<file path="config.mk">
export PLATFORM = sky130hd
export DESIGN_NAME = serial_tofed_cntr
export DESIGN_NICKNAME = d
export VERILOG_FILES = /design/src/rtl/serial_tofed_cntr.sv
export SDC_FILE = /design/constraint.sdc
export NUM_CORES = 1
export LEC_CHECK = 0
export ABC_AREA = 1
export BUFFER_PORTS_ARGS = -buffer_cell sky130_fd_sc_hd__buf_4
export CORE_AREA = 2 2 39 41
export CTS_CLUSTER_DIAMETER = 40
export DETAILED_ROUTE_END_ITERATION = 10
export DIE_AREA = 0 0 41 43
export GPL_ROUTABILITY_DRIVEN = 1
export GPL_TIMING_DRIVEN = 0
export MAX_ROUTING_LAYER = met4
export PLACE_DENSITY = 0.44
export SYNTH_ARGS = -nofsm -noshare
export SYNTH_HDL_FRONTEND = slang
export SYNTH_SLANG_ARGS = --single-unit
</file>
<file path="constraint.sdc">
create_clock -name clk -period 1.8 [get_ports clk]
set_clock_uncertainty 0.1 [all_clocks]
set_input_delay 0.09 -clock clk [delete_from_list [all_inputs] [get_ports clk]]
set_output_delay 0.09 -clock clk [all_outputs]
set_load 0.01 [all_outputs]
</file>
<file path="src/rtl/serial_tofed_cntr.sv">
// Serial 3-of-5 code checker: counts bits and ones per 5-bit word and
// registers whether each completed word held exactly three ones.

package SerialTOFEDDefs;
    localparam int FBIBBLE_SIZE   = 5;
    localparam int ONESPERFBIBBLE = 3;

    typedef enum logic {
        FALSE = 1'b0,
        TRUE  = 1'b1
    } bool_t;
endpackage

module serial_tofed_cntr
    import SerialTOFEDDefs::*;
(
    input  logic  clk,
    input  logic  resetL,
    input  logic  din,
    output bool_t valid
);

    localparam int BIT_W  = $clog2(FBIBBLE_SIZE);
    localparam int ONES_W = $clog2(FBIBBLE_SIZE + 1);

    logic [BIT_W-1:0]  r_bit_cnt;
    logic [ONES_W-1:0] r_ones_cnt;
    bool_t             r_valid;

    logic              w_last_bit;
    logic [ONES_W-1:0] w_ones_sum;

    assign w_last_bit = (r_bit_cnt == BIT_W'(FBIBBLE_SIZE - 1));
    // At most FBIBBLE_SIZE ones including the final bit, so ONES_W never wraps.
    assign w_ones_sum = r_ones_cnt + ONES_W'(din);

    // NOTE: state registers use non-blocking assignments so every register
    // samples pre-edge values regardless of statement order.
    always_ff @(posedge clk or negedge resetL) begin
        if (!resetL) begin
            r_bit_cnt  <= '0;
            r_ones_cnt <= '0;
            r_valid    <= FALSE;
        end else if (w_last_bit) begin
            r_bit_cnt  <= '0;
            r_ones_cnt <= '0;
            r_valid    <= (w_ones_sum == ONES_W'(ONESPERFBIBBLE)) ? TRUE : FALSE;
        end else begin
            r_bit_cnt  <= r_bit_cnt + BIT_W'(1);
            r_ones_cnt <= w_ones_sum;
        end
    end

    assign valid = r_valid;

endmodule

</file>
==> impl.org <==
** Outcome
- The run finished with clean final reports.

** Global route
- The number of global-route vias before repair came to 220.
- The initial antenna violation count was 0.
- Entering global routing, the biggest net connects 8 pins.
- In the global route stage, met2 resource usage came out at 0.1125.
- Remaining global-route overflow :: 0
- GRT Max-Usage Layer :: met2
- Global-route wire length before repair :: 883 um
- In the global route stage, met1 resource usage came out at 0.08224.
- Total routing usage reported by global routing :: 0.08808
- For met3 alone, demand over resource in global routing was 0.04712.

** Route
- Number of nets with antenna violations after detailed routing :: 0
- After detailed routing, the average wire length per cell comes to 8.123 um.
- DRT Wirelength :: 463 um
- In the routed design, unresolved DRC markers number 0.
- The first detailed-routing pass ran for 3 iterations.
- The detailed router placed 219 vias in this run.
- Using the TritonRoute via totals, the vias-per-cell ratio works out to 3.842.
- Drt first-iter violations :: 1

** Layout
- Finished Core Util :: 0.2848
- Antenna fix cells :: 0
- NumNets Final :: 49
- Excluding fillers, the count of instances in the completed layout stands at 57.
- Fraction of layout instances using a drive strength above 1 :: 0.1707
- Fill count :: 145
- The area growth from synthesis to layout is 25.00%.

** Critical path
- At the worst endpoint, the required time is 1850 ps.
- STA classifies the critical path endpoint as a register.
- Longest individual stage delay on the worst path :: 360 ps
- Startpoint kind of the worst setup timing path :: register
- The worst register-to-register path has a depth of 6.
- The worst setup path is of the reg2reg kind.
- CP startpoint :: r_ones_cnt[0]
- Worst R2R Setup Slack :: 560 ps
- Levels on crit path :: 6
- Critical Path Sink :: valid
- Walking the worst path, the cells encountered are ha_1 -> ha_1 -> nand2_1 -> nor2_1 -> nand2_1 -> nand2_1.
- Count of buffer and inverter cells on the critical path :: 0
- Data arrives at the worst endpoint at 1280 ps.
- Along the worst path, the maximum fanout reaches 2.
- Crit-path slowest cell :: dfrtp_1
- Reg-to-Reg Start :: r_ones_cnt[0]
- In this design, the critical path's most frequently occurring cell is nand2_1.
- Crit path max-delay family :: adder cells
- Worst r2r dst :: valid

** Synthesis
- Yosys printed 0 warnings.
- Syn Std Cell Area :: 315.3 um2
- Synthesis produced 33 cells.
- The share of synthesized area in the top cell type comes to 0.5556.
- Sequential element share of the synthesized area :: 0.5556
- Number of nets produced by synthesis :: 40
- Post-Synthesis Mean Instance Area :: 9.555 um2
- FF+latch count, synth :: 7
- The number of different library cells used by synthesis comes to 7.
- Sorting the synthesized cells by area gives the leading types as dfrtp_1 56%, ha_1 16%, inv_1 8.3%.
- Cell type contributing the most total cell area after synthesis :: dfrtp_1

** Power
- Combinational fraction of design power :: 0.152
- Share of total power in sequential cells :: 0.472
- Fraction of power spent switching nets :: 0.2540
- In this run the static leakage power is 0.0002138 uW.
- Maximum resistive drop on vdd :: 357.7 uV
- Power density normalized to cell area :: 972.8 mW/mm2
- Clock network fraction of design power :: 0.376
- The analysis attributes to net switching a power of 97.38 uW.
- The internal power of the cells totals 286.0 uW.

** Timing
- Dividing the final minimum period by the clock period gives 0.6873.
- Least-Margin Pin Slew :: 155.2 ps
- The worst pin sits at a relative slew slack of 0.8964.
- The max-slew violation count is 0.
- For the final routed database, the setup TNS stands at 0 ps.
- Setup violations remaining at the end of the flow were counted as 0.
- The final-report hold violation count came to 0.
- Setup repair after global routing left no endpoint under its margin.
- Shortest clock period the worst path allows after layout :: 1237 ps
- Based on the critical path, the design can be clocked at up to 808.3 MHz.

** Clocking
- Clock root cell :: clkbuf_4
- CTS buffer count :: 3
- Number of H-tree branching levels :: 1
- Number of buffers on the longest clock path :: 2
- Clock latency on the worst-skew pair, taken at its later pin, is 250 ps.
- CTS sink cnt :: 7
- Clock-pin slew of the registers on the worst-case setup and hold paths :: 50 ps
- Clock tree from TritonCTS :: yes
- Buffers added to address setup during post-CTS repair amount to 0.

** Floorplanning
- Measured along the x axis, the die boundary spans 41 um.
- Core Area :: 0.001384 mm2
- The initial utilization of the core area, before any placement, comes to 0.2278.
- Die outline height :: 43 um
- Die footprint :: 0.001763 mm2
- The floorplan has 14 rows.
- 4 I/O pins were placed.

** Flow run
- Across the run, the number of max-cap violations was 0.

** Place
- After detailed placement, the design holds a cell count of 52.
- Weighted congestion reported at the end of routability-driven placement :: 0.6965
- IO Port Bufs :: 3
- Summed over all nets, the half-perimeter wirelength after detailed placement is 370.4 um.

** Min path
- Worst min path class :: in2async
==> worst register-to-register path: stages (launching register included) <==
cell and delay (ps):
dfrtp_1 360, ha_1 180, ha_1 280, nand2_1 70
nor2_1 40, nand2_1 60, nand2_1 50
==> placed cells by master, fill, tap and decap left out <==
master,synthesis,final
buf_4,0,3
clkbuf_1,0,1
clkbuf_4,0,3
dfrtp_1,7,7
dlygate4sd3_1,0,1
ha_1,4,4
inv_1,7,7
nand2_1,7,7
nand2_2,1,1
nor2_1,6,6
xnor2_1,1,1
==> power groups by stage <==
| stage | registers [uW] | logic [uW] | clock network, uW |
|---|---|---|---|
| 2_1_floorplan | 186 | 32.5 | 0 |
| 3_3_place_gp | 183 | 56.0 | 0 |
| 3_5_place_dp | 184 | 58.3 | 0 |
| 4_1_cts | 182 | 60.3 | 148 |
| 5_1_grt | 182 | 70.4 | 163 |
| 6_report | 181 | 58.1 | 144 |
==> flip-flops by register name, summed over array words and instances (netlist names) <==
register / cells
r_bit_cnt: 3
r_ones_cnt: 3
valid: 1
==> worst min-delay path by stage <==
stage / from / to / slack (ps) / cells past startpoint
floorplan: resetL / r_bit_cnt[0] / -310 / 0
global placement: resetL / r_ones_cnt[0] / -200 / 1
detailed placement: resetL / r_ones_cnt[0] / -190 / 1
CTS: resetL / r_ones_cnt[2] / 90 / 2
global route: resetL / r_ones_cnt[2] / 90 / 2
finish: resetL / valid / 80 / 2
==> metal layers <==
layer  routed length [um]  vias to the layer above
met5                    0                        -
met4                   30                        0
met3                   34                        4
met2                  211                        5
met1                  187                       96
li1                     -                      114
==> synthesized netlist by cell type <==
library cell,n
ha_1,4
nor2_1,6
dfrtp_1,7
nand2_1,7
inv_1,7
nand2_2,1
xnor2_1,1
==> metrics by stage <==
| stage | worst slack, ps | hold slack (ps) | power, uW | cell area [um2] |
|---|---|---|---|---|
| floorplan | 621.2 | -305.6 | 218.3 | 315.3 |
| global placement | 582.6 | -195.2 | 239.0 | 357.8 |
| detailed placement | 551.4 | -191.1 | 242.6 | 357.8 |
| CTS | 547.1 | 87.50 | 390.3 | 394.1 |
| global route | 477.7 | 85.96 | 415.9 | 394.1 |
| finish | 562.9 | 83.90 | 383.4 | 394.1 |
==> final cells by class <==
class / count / area [um2] / area share
clock buffers: 4 / 26.28 / 0.06667
flip-flops and latches: 7 / 175.2 / 0.4444
inverters: 7 / 26.28 / 0.06667
multi-input cells: 19 / 113.9 / 0.2889
repair buffers: 4 / 32.53 / 0.08254
well taps: 16 / 20.02 / 0.05079
==> cell families after synthesis <==
kind of cell	count (synthesis)	synth area share
buffers and inverters	7	0.08335
adder cells (fa/ha/maj)	4	0.1587
XOR/XNOR	1	0.02778
flip-flops	7	0.5556
AND/OR/NAND/NOR	14	0.1746
==> repair_timing <==
action | CTS | global route
hold buffers | 1 | 0
hold endpoints to repair | 7 | 0
resized for setup | 0 | 0
Note: power is estimated with default switching activity, not from simulation.
